===== config.mk =====
export PLATFORM = sky130hd
export DESIGN_NAME = param_counter
export DESIGN_NICKNAME = d
export VERILOG_FILES = /design/src/rtl/param_counter_pkg.sv /design/src/rtl/sync_edge.sv /design/src/rtl/param_counter.sv
export SDC_FILE = /design/constraint.sdc
export NUM_CORES = 1
export LEC_CHECK = 0
export BUFFER_PORTS_ARGS = -buffer_cell sky130_fd_sc_hd__buf_4
export CAP_MARGIN = 5
export CORE_MARGIN = 3
export CORE_UTILIZATION = 60
export DETAILED_ROUTE_END_ITERATION = 7
export PLACE_DENSITY = 0.8
export SLEW_MARGIN = 20
export SYNTH_ARGS = -nofsm -noshare
export SYNTH_HDL_FRONTEND = slang
export SYNTH_SLANG_ARGS = --single-unit

===== constraint.sdc =====
create_clock -name clk -period 5.38 [get_ports clk]
set_clock_uncertainty 0.05 [all_clocks]
set_input_delay 0.269 -clock clk [delete_from_list [all_inputs] [get_ports clk]]
set_output_delay 0.269 -clock clk [all_outputs]
set_load 0.02 [all_outputs]

===== src/rtl/param_counter_pkg.sv =====
// Shared types and default parameters for the parameterised up/down counter.
package param_counter_pkg;

    localparam int unsigned DEF_WIDTH       = 8;
    localparam int unsigned DEF_SYNC_STAGES = 2;

    typedef enum logic [1:0] {
        MODE_WRAP    = 2'b00,
        MODE_SAT     = 2'b01,
        MODE_MOD     = 2'b10,
        MODE_ONESHOT = 2'b11
    } mode_e;

endpackage


===== src/rtl/sync_edge.sv =====
// Synchronizer with rising-edge detect. Edges are only reported once the
// synced level has been seen low after reset, so an input already high at
// reset release needs a fresh low-to-high transition.
module sync_edge #(
    parameter int unsigned SYNC_STAGES = 2
) (
    input  logic clk,
    input  logic rst_n,
    input  logic async_in,
    output logic level,
    output logic rise
);

    logic [SYNC_STAGES-1:0] chain_q;
    logic [SYNC_STAGES-1:0] fill_q;   // marks when chain_q holds post-reset samples
    logic                   prev_q;
    logic                   armed_q;

    // Synchronizer chain, edge history and arming after reset.
    always_ff @(posedge clk) begin
        if (!rst_n) begin
            chain_q <= '0;
            fill_q  <= '0;
            prev_q  <= 1'b0;
            armed_q <= 1'b0;
        end else begin
            chain_q <= {chain_q[SYNC_STAGES-2:0], async_in};
            fill_q  <= {fill_q[SYNC_STAGES-2:0], 1'b1};
            prev_q  <= chain_q[SYNC_STAGES-1];
            if (fill_q[SYNC_STAGES-1] && !chain_q[SYNC_STAGES-1]) begin
                armed_q <= 1'b1;
            end
        end
    end

    assign level = chain_q[SYNC_STAGES-1];
    assign rise  = armed_q & chain_q[SYNC_STAGES-1] & ~prev_q;

endmodule


===== src/rtl/param_counter.sv =====
// Up/down counter driven by asynchronous strobes, with wrap, saturate,
// modulo and one-shot modes, terminal-count pulse and sticky done flag.
module param_counter
    import param_counter_pkg::*;
#(
    parameter int unsigned WIDTH       = DEF_WIDTH,
    parameter int unsigned SYNC_STAGES = DEF_SYNC_STAGES
) (
    input  logic             clk,
    input  logic             rst_n,
    input  logic             enable,
    input  logic             clk_in,
    input  logic             load,
    input  logic             up_down,
    input  logic [1:0]       mode,
    input  logic [WIDTH-1:0] in,
    input  logic [WIDTH-1:0] limit,
    output logic [WIDTH-1:0] count,
    output logic             tc,
    output logic             done
);

    localparam int unsigned BusW  = 2 * WIDTH + 3;
    localparam logic [WIDTH-1:0] One  = WIDTH'(1);
    localparam logic [WIDTH-1:0] MaxV = {WIDTH{1'b1}};

    logic en_level, en_rise_unused;
    logic step_rise, step_level_unused;
    logic load_rise, load_level_unused;

    sync_edge #(.SYNC_STAGES(SYNC_STAGES)) u_sync_enable (
        .clk      (clk),
        .rst_n    (rst_n),
        .async_in (enable),
        .level    (en_level),
        .rise     (en_rise_unused)
    );

    sync_edge #(.SYNC_STAGES(SYNC_STAGES)) u_sync_clk_in (
        .clk      (clk),
        .rst_n    (rst_n),
        .async_in (clk_in),
        .level    (step_level_unused),
        .rise     (step_rise)
    );

    sync_edge #(.SYNC_STAGES(SYNC_STAGES)) u_sync_load (
        .clk      (clk),
        .rst_n    (rst_n),
        .async_in (load),
        .level    (load_level_unused),
        .rise     (load_rise)
    );

    // Level inputs share one chain of the same depth as load, keeping in aligned with it.
    logic [SYNC_STAGES-1:0][BusW-1:0] bus_q;

    // Plain synchronizer chain for in, limit, up_down and mode.
    always_ff @(posedge clk) begin
        if (!rst_n) begin
            bus_q <= '0;
        end else begin
            bus_q <= {bus_q[SYNC_STAGES-2:0], {in, limit, up_down, mode}};
        end
    end

    logic [WIDTH-1:0] in_s, limit_s;
    logic             up_s;
    mode_e            mode_s;

    assign in_s    = bus_q[SYNC_STAGES-1][BusW-1 -: WIDTH];
    assign limit_s = bus_q[SYNC_STAGES-1][WIDTH+2 -: WIDTH];
    assign up_s    = bus_q[SYNC_STAGES-1][2];
    assign mode_s  = mode_e'(bus_q[SYNC_STAGES-1][1:0]);

    logic [WIDTH-1:0] count_q, count_d, step_val, term;
    logic             tc_q, tc_d, done_q, done_d;
    logic             oneshot_hold;

    // Next-count computation for one step, then load/step arbitration.
    always_comb begin
        count_d  = count_q;
        done_d   = done_q;
        tc_d     = 1'b0;
        step_val = count_q;
        term     = '0;

        unique case (mode_s)
            MODE_WRAP: begin
                step_val = up_s ? count_q + One : count_q - One;
                term     = up_s ? MaxV : '0;
            end
            MODE_SAT: begin
                if (up_s) step_val = (count_q == MaxV) ? MaxV : count_q + One;
                else      step_val = (count_q == '0)   ? '0   : count_q - One;
                term = up_s ? MaxV : '0;
            end
            MODE_MOD, MODE_ONESHOT: begin
                if (up_s) begin
                    if (count_q >= limit_s) begin
                        step_val = (mode_s == MODE_MOD) ? '0 : limit_s;
                    end else begin
                        step_val = count_q + One;
                    end
                end else if (limit_s == '0) begin
                    step_val = '0;
                end else if (count_q == '0) begin
                    step_val = (mode_s == MODE_MOD) ? limit_s : '0;
                end else if (count_q > limit_s) begin
                    step_val = limit_s;
                end else begin
                    step_val = count_q - One;
                end
                term = up_s ? limit_s : '0;
            end
            default: ;
        endcase

        oneshot_hold = (mode_s == MODE_ONESHOT) && done_q;

        if (en_level && load_rise) begin
            count_d = in_s;
            done_d  = 1'b0;
        end else if (en_level && step_rise && !oneshot_hold) begin
            count_d = step_val;
            tc_d    = (step_val != count_q) && (step_val == term);
            if (mode_s == MODE_ONESHOT && step_val == term) begin
                done_d = 1'b1;
            end
        end
    end

    // Output state registers.
    always_ff @(posedge clk) begin
        if (!rst_n) begin
            count_q <= '0;
            tc_q    <= 1'b0;
            done_q  <= 1'b0;
        end else begin
            count_q <= count_d;
            tc_q    <= tc_d;
            done_q  <= done_d;
        end
    end

    assign count = count_q;
    assign tc    = tc_q;
    assign done  = done_q;

endmodule


Word level (Yosys, flattened, before mapping):

Cells that the tools add are included.

* register bits after elaboration: 62
* word-level logic and storage cells: 73
* input bits: 24

* bitwise operators: 8
* multiplexer cells: 19
* add/sub/neg operators: 2
* reductions and logical operators: 20
* equal/unequal tests: 6
* $lt $le $gt $ge: 2

Operator list (number)
* $mux W8: 15
* $pmux W8 S3: 1
* $logic_not A8 Y1: 2
* $pmux W8 S2: 1
* $add A8 B1 Y8 const B: 1
* $eq A8 B8 Y1: 1
* $eq A8 B8 Y1 const B: 1
* $ge A8 B8 Y1: 1
* $gt A8 B8 Y1: 1
* $logic_and A1 B1 Y1: 8
* $ne A8 B8 Y1: 1
* $sub A8 B1 Y8 const B: 1
* $reduce_or A2 Y1: 3
* $and A1 B1 Y1: 4
* $eq A2 B2 Y1 const B: 2
* $not A1 Y1: 4
* $logic_not A1 Y1: 3
* $reduce_or A3 Y1: 1
* $eq A2 B1 Y1 const B: 1
* $logic_not A2 Y1: 1
* $mux W1: 2
* $reduce_and A2 Y1: 1
* $reduce_bool A2 Y1: 1

Logic depth before layout (Yosys ltp):

Gate-level depths: netlist of the first run.

* word-level depth: 9
* depth in mapped cells: 13
* mapped depth without buffers: 11

Hierarchy:

From an unflattened synthesis of the first run, not the netlist that was laid out.

* cells, all modules: 467
* area, all modules: 3871.2 um2

Modules (own cells, without submodules)
* param_counter: times used 1, sequential area each 960.9 um2, area each 3372.0 um2, cells an instance 425
* sync_edge: times used 3, sequential area each 120.1 um2, area each 166.4 um2, cells an instance 14

Least setup slack after synthesis of the first run:

No wires, ideal clock.

* path kind: flip-flop to flip-flop
* start: reg count_q[0], in the netlist count[0]
* end: reg tc_q, in the netlist tc
* data required time: 5227 ps
* buffers on the path: 1
* cell stages (with the launch flop): 13
* arrival time: 2988 ps
* slack: 2238 ps
* cells stage by stage: dfxtp_1 buf_2 inv_1 ha_1 nand4_1 nor2_1 a211oi_1 nor3_2 a221oi_1 or4_1 o2111ai_1 nor4_1 a2111oi_2

* longest elaborated chain between the ends: 8
* elaborated cells between the ends (all ways): 19
* classes of those cells: add/sub: 2; order compare: 2; eq/ne: 3; mux: 10; reduce/logical: 2

RTL lines
* start: declaration: line param_counter.sv:76 `logic [WIDTH-1:0] count_q, count_d, step_val, term;`
* start signal: assignment: line param_counter.sv:140 `count_q <= count_d;`
* $sub A8 B1 Y8 or $gt A8 B8 Y1 (tied branches)
* $mux W8: line param_counter.sv:109 `end else if (count_q > limit_s) begin`
* $mux W8: line param_counter.sv:107 `end else if (count_q == '0) begin`
* $mux W8: line param_counter.sv:105 `end else if (limit_s == '0) begin`
* $mux W8: line param_counter.sv:99 `if (up_s) begin`
* $pmux W8 S3: line param_counter.sv:88 `unique case (mode_s)`
* $ne A8 B8 Y1 or $eq A8 B8 Y1 (tied branches): line param_counter.sv:126 `tc_d = (step_val != count_q) && (step_val == term);`
* $logic_and A1 B1 Y1 *: line param_counter.sv:126
* end signal: assignment: line param_counter.sv:141 `tc_q <= tc_d;`
* end: declaration: line param_counter.sv:77 `logic tc_q, tc_d, done_q, done_d;`

Every way passes the cells marked *; elsewhere a longest branch is shown, timed or not.
A chain may end at the register's enable or synchronous reset.

Worst setup path after layout of the first run:

* start: reg count_q[5], in the netlist count[5]
* end: reg tc_q, in the netlist tc

Same word-level chain as after synthesis.

==> impl_metrics.py, run 1 <==
metrics = {
    "clock_network": {
        "cts_resized": 0,
        "tritoncts": "done",
        "cts-root-buf": "clkbuf_8",
        "cts_made_buffers": 9,
        "clkSinkCount": 60,
        "cts_hold_buf": 0,
        "htree_levels": 3,
        "insertion_delay_ps": 360,
        "path_clk_slew_ps": 90,
        "clockBufferDepth": 2,
        "post_cts_buffers": 0,
    },
    "run_status": {
        "status": "complete, no violations",
    },
    "worst_hold_path": {
        "hold_class": "in2reg",
    },
    "detailed_routing": {
        "vias_per_cell": 7.17,
        "vias": 3901,
        "wl_met1_um": 4650,
        "top_layer_used": "met4",
        "drcViolationCount": 0,
        "first_pass_iters": 5,
        "wl_met3_um": 1540,
        "wl_per_cell_um": 22.9,
        "drtIter0Drc": 524,
        "routed_wl_um": 12400,
        "postRouteAntennaNets": 0,
        "wl_met2_um": 5450,
    },
    "cells_and_area": {
        "multi_input_area_mm2": 0.00231,
        "fill_cells": 433,
        "antenna_cells": 0,
        "nNetsFinal": 502,
        "ff_latch_area_mm2": 0.00120,
        "mostFrequentLayoutCells": "dfxtp_1 (60), and2_1 (51), nand2_1 (38)",
        "layout-drive-gt1-share": 0.153,
        "final_common_cell": "dfxtp_1",
        "synthToLayoutAreaGrowth_pct": 12.3,
    },
    "sta": {
        "slew_violations": 0,
        "timing.final.crit_period_ps": 3980,
        "rsz0062_at_grt": "no",
        "hold_ws_ps": 73.0,
        "fin_ws_ps": 1400,
        "slew_headroom": 0.405,
        "period_share": 0.740,
        "setup_viol": 0,
        "fin_setup_tns_ps": 0,
        "tightest_slew_ps": 886,
        "fmax_mhz": 251,
        "hold_viol": 0,
    },
    "critical_path": {
        "start_kind": "flop",
        "crit_chain": "ha_1 > a21oi_1 > o21a_1 > nor2_1 > nor3_2 > a221oi_1 > or4_1 > o2111ai_1 > nor4_1 > a2111oi_2",
        "critPathArrivalTime_ps": 4190,
        "path_buf_inv": 0,
        "path_class": "reg2reg",
        "end_kind": "flop",
        "slowest_stage": "nor3_2",
        "cp_max_fo": 11,
        "critPathTopFamily": "simple AND/OR/NAND/NOR gates",
        "rrSetupSlack_ps": 1400,
        "worst_ep_required_time_ps": 5590,
        "slowest_delay_ps": 710,
    },
    "floorplan": {
        "num_rows": 27,
        "fp.dieH_um": 84.6,
        "initial_core_util": 0.645,
        "fp.dieW_um": 84.6,
        "ios": 34,
        "core_mm2": 0.00574,
        "dieArea_mm2": 0.00716,
    },
    "global_route": {
        "grt_pass1_wl_um": 19700,
        "grt_max_degree": 58,
        "overflow": 0,
        "grt_pass1_vias": 3702,
        "antenna_found_initial": 0,
        "grt.total_usage": 0.351,
    },
    "yosys": {
        "syn-instance-count": 447,
        "synth_cell_types": 72,
        "async_reset_ff_frac": 0,
        "synthSimpleGateAreaFrac": 0.271,
        "syn-num-nets": 482,
        "synth_xor_area_frac": 0.0449,
        "synth_mux_area_frac": 0.0257,
        "synth_edf_count": 0,
        "yosys.area_share.adder": 0.0371,
        "synth_compound_area_frac": 0.243,
        "netlist_area_mm2": 0.00371,
        "seq_area_frac_synth": 0.324,
        "yosys_warnings": 0,
        "synth_top_family_by_area": "simple AND/OR/NAND/NOR gates",
        "synth_area_per_cell_um2": 8.29,
        "synth-seq-cells": 60,
        "synth_ff_type": "dfxtp_1",
    },
    "placement": {
        "pre_cts_ws_ps": 1590,
        "hpwl_um": 8630,
        "portBuffers": 33,
        "gp_congestion": 1.07,
    },
    "run": {
        "cap_violations": 0,
    },
    "power": {
        "total_power_mw": 1.09,
        "powerDensity_mw_per_mm2": 262,
        "peakVddDrop_uv": 278,
        "power.leakage_nw": 1.62,
    },
}
## flip-flops by register name, summed over array words and instances (netlist names)
signal / cells
u_sync_clk_in.chain_q: 2
u_sync_clk_in.armed_q: 1
u_sync_load.prev_q: 1
u_sync_load.armed_q: 1
done: 1
u_sync_enable.chain_q: 2
tc: 1
u_sync_clk_in.prev_q: 1
bus_q: 38
count: 8
u_sync_load.chain_q: 2
u_sync_clk_in.fill_q: 2
## cells by family (layout without fill, tap and decap cells)
kind of cell / count (synthesis) / count (layout)
fa+ha+maj: 11 / 11
simple gates: 180 / 180
compound gates: 123 / 123
buf+inv: 45 / 70
mux: 9 / 9
flops: 60 / 60
xor+xnor: 19 / 19
## cells in the mapped netlist, drive strengths merged (3+ instances only)
master	number	area, µm²
a2111oi	4	41.3
a211oi	8	65.1
a21oi	20	100
a221oi	5	43.8
a22oi	4	30.0
a311oi	6	58.8
a31o	3	26.3
a31oi	11	68.8
and2	51	319
and3	5	31.3
buf	13	78.8
clkbuf	15	56.3
dfxtp	60	1200
ha	11	138
inv	17	63.8
mux2	4	45.0
mux2i	5	50.1
nand2	38	143
nand2b	3	18.8
nand3	15	80.1
nand4	4	25.0
nor2	24	92.6
nor2b	5	31.3
nor3	10	55.1
nor3b	3	27.5
nor4	11	90.1
o2111ai	4	35.0
o211ai	4	30.0
o21a	5	37.5
o21ai	18	101
o22ai	3	18.8
o31a	3	26.3
o31ai	4	30.0
or4	3	26.3
xnor2	12	105
xor2	7	61.3
## through the flow
stage / std cells / util / cell area, µm²
floorplan: 447 / - / 3710
global placement: 528 / 0.686 / 3940
detailed placement: 528 / 0.686 / 3940
CTS: 544 / 0.725 / 4160
global route: 544 / 0.725 / 4160
finish: 544 / 0.725 / 4160
## final timing paths
| check | from | depth (start not counted) | to |
|---|---|---|---|
| worst min register to register | bus_q[11]$_SDFF_PN0_ | 1 | bus_q[30]$_SDFF_PN0_ |
| worst max-delay path | count[5]$_SDFFE_PN0P_ | 10 | tc$_SDFF_PP0_ |
| worst max register to register | count[5]$_SDFFE_PN0P_ | 10 | tc$_SDFF_PP0_ |
| worst min-delay path | limit[7] | 2 | bus_q[10]$_SDFF_PN0_ |
## power breakdown
group	switching, mW	total [mW]	internal (mW)
Sequential	0.0133	0.475	0.462
Combinational	0.0898	0.148	0.0583
Clock	0.204	0.468	0.264
## layer usage
layer | track usage | vias up
met5 | 0 | -
met4 | 0.196 | 0
met3 | 0.111 | 89
li1 | - | 1698
met2 | 0.529 | 345
met1 | 0.442 | 1769
## area by class of cell
type | instances | area share
timing repair buffer | 37 | 0.0667
clock buffer | 9 | 0.0298
tap | 72 | 0.0216
multi-input combinational | 342 | 0.554
sequential | 60 | 0.289
clock inverter | 7 | 0.0240
inverter | 17 | 0.0153
(Power assumes the default switching activity.)
==> run 2, diff against run 1 <==
- ABC_AREA: unset -> 1
- CORE_UTILIZATION: 60 -> 54
- PLACE_DENSITY: 0.8 -> 0.77
- clock period: 5.38 -> 3.44 ns (I/O delays scaled with it)
==> run 2 against run 1 <==
Compared with the run above: utilization decreased by 2.8 points; fmax increased by 34%; largest cell class unchanged; die area increased by 4.7%; critical endpoint unchanged.
==> impl_metrics.py, run 2 <==
metrics = {
    "run_status": {
        "status": "complete, no violations",
    },
    "floorplan": {
        "dieArea_mm2": 0.00749,
        "initial_core_util": 0.575,
        "fp.dieH_um": 86.6,
        "core_mm2": 0.00610,
        "ios": 34,
        "fp.dieW_um": 86.6,
        "num_rows": 28,
    },
    "yosys": {
        "yosys-top-cells-area": "dfxtp_1 (34%), nand2_1 (20%), inv_1 (9.6%), nand3_1 (5.9%), ha_1 (3.9%)",
        "seq_area_frac_synth": 0.343,
        "synth_area_per_cell_um2": 6.50,
        "async_reset_ff_frac": 0,
        "yosys_warnings": 0,
        "netlist_area_mm2": 0.00350,
        "yosysTopAreaCell": "dfxtp_1",
        "synth_cell_types": 36,
        "synth_edf_count": 0,
        "synth_common_cells": "nand2_1 (187), inv_1 (90), dfxtp_1 (60)",
        "synth_top_area_share": 0.343,
        "syn-instance-count": 539,
        "syn-num-nets": 574,
        "synth.most_common_cell": "nand2_1",
        "synth-seq-cells": 60,
        "synth_ff_type": "dfxtp_1",
    },
    "sta": {
        "fmax_mhz": 337,
        "timing.final.crit_period_ps": 2970,
        "slew_violations": 0,
        "fin_ws_ps": 472,
        "period_share": 0.863,
        "fin_setup_tns_ps": 0,
        "slew_headroom": 0.586,
        "hold_ws_ps": 155,
        "rsz0062_at_grt": "no",
        "tightest_slew_ps": 618,
        "hold_viol": 0,
        "setup_viol": 0,
    },
    "power": {
        "pwr-share-comb": 0.143,
        "total_power_mw": 1.69,
        "powerDensity_mw_per_mm2": 397,
        "peakVddDrop_uv": 418,
        "p_clk_frac": 0.420,
        "power.switching_uw": 423,
        "power.leakage_nw": 2.21,
        "power.share.sequential": 0.437,
        "p_int_mw": 1.26,
        "switching_share": 0.250,
    },
    "placement": {
        "hpwl_um": 6790,
        "dpl.cell_count": 637,
        "portBuffers": 33,
        "placed_cell_area_mm2": 0.00380,
        "pre_cts_ws_ps": 639,
        "gp_congestion": 0.963,
    },
    "critical_path": {
        "worst_ep_required_time_ps": 3620,
        "cp_max_fo": 16,
        "start_kind": "flop",
        "crit_top_cell": "nand2_1",
        "slowest_delay_ps": 650,
        "critPathArrivalTime_ps": 3150,
        "path_class": "reg2reg",
        "crit_chain": "ha_1 > nand2_1 > inv_1 > nand2_1 > nand2_1 > nand2_1 > nand3_2 > a31oi_1 > o21ai_0 > nand2_1 > nand2_1 > nand2_1 > xor2_1 > nand2_1 > nor2_1 > nand2_1 > nand2_1 > nor2_1",
        "end_kind": "flop",
        "slowest_stage": "dfxtp_1",
    },
    "clock_network": {
        "clockBufferDepth": 2,
        "htree_levels": 3,
        "path_clk_slew_ps": 60,
        "cts-root-buf": "clkbuf_8",
        "cts_made_buffers": 9,
        "tritoncts": "done",
        "clkSinkCount": 60,
        "insertion_delay_ps": 330,
    },
    "global_route": {
        "grt.total_usage": 0.279,
        "antenna_found_initial": 0,
        "overflow": 0,
        "grt_max_degree": 50,
        "grt_pass1_vias": 3512,
        "grt_pass1_wl_um": 16200,
    },
    "detailed_routing": {
        "vias_per_cell": 5.33,
        "routed_wl_um": 9870,
        "first_pass_iters": 5,
        "drtIter0Drc": 223,
        "vias": 3601,
        "wl_per_cell_um": 14.6,
        "drcViolationCount": 0,
        "postRouteAntennaNets": 0,
    },
    "cells_and_area": {
        "layout-drive-gt1-share": 0.137,
        "design_area_mm2": 0.00425,
        "antenna_cells": 0,
        "synthToLayoutAreaGrowth_pct": 21.2,
        "mostFrequentLayoutCells": "nand2_1 (187), inv_1 (90), dfxtp_1 (60)",
        "final_common_cell": "nand2_1",
        "top_register": "bus_q",
        "nNetsFinal": 630,
        "final_cells": 675,
        "finish.utilization": 0.697,
        "largest_reg_flops": 38,
    },
    "worst_hold_path": {
        "hold_class": "in2reg",
    },
    "run": {
        "cap_violations": 0,
    },
}
## run 2: power by group through the flow
stage | clock, mW | combinational (mW) | sequential, mW
finish | 0.708 | 0.242 | 0.738
global route | 0.753 | 0.268 | 0.739
CTS | 0.716 | 0.234 | 0.737
detailed placement | 0 | 0.212 | 0.752
global placement | 0 | 0.208 | 0.751
floorplan | 0 | 0.158 | 0.748
## run 2: final cells by class
class	instances	area [µm²]
Multi-Input combinational cell	366	1840
Fill cell	500	1850
Timing Repair Buffer	62	520
Clock buffer	13	159
Tap cell	75	93.8
Clock inverter	3	68.8
Sequential cell	60	1200
Inverter	96	360
## run 2: path summary, 6_finish.rpt
path                    startpoint                              end  slack, ps  depth (start not counted)
max reg2reg  count[2]$_SDFFE_PN0P_                    tc$_SDFF_PP0_        470                         18
min                          rst_n  u_sync_clk_in.fill_q[0]$_DFF_P_        150                          1
max          count[2]$_SDFFE_PN0P_                    tc$_SDFF_PP0_        470                         18
min reg2reg    bus_q[9]$_SDFF_PN0_             bus_q[28]$_SDFF_PN0_        360                          2
## run 2: cells by family after synthesis
family / Yosys count / synth area share
AND/OR/NAND/NOR: 281 / 0.356
XOR/XNOR: 11 / 0.0275
adder cells (fa/ha/maj): 11 / 0.0393
buffers and inverters: 113 / 0.131
AO/OA/AOI/OAI: 63 / 0.103
flip-flops: 60 / 0.343
## run 2: worst max-delay path, delay by kind of cell (launching register included)
family | cells | cell delay [ps]
fa+ha+maj | 1 | 320
buf+inv | 1 | 90
compound gates | 2 | 320
simple gates | 13 | 1220
flops | 1 | 650
xor+xnor | 1 | 200
## run 2: timing repair
| item | CTS | global route |
|---|---|---|
| resized for setup | 0 | 0 |
| endpoints found under the setup margin | 0 | 0 |
| endpoints found under the hold margin | 22 | 0 |
| buffers inserted | 0 | 0 |
| hold buffers | 22 | 0 |
## run 2: layer usage
layer  GRT usage  part of all wire  wire (µm)
met5           0                 0          0
met4       0.125             0.027        270
met3      0.0342             0.054        533
met2       0.503              0.50       4970
met1       0.328              0.41       4090
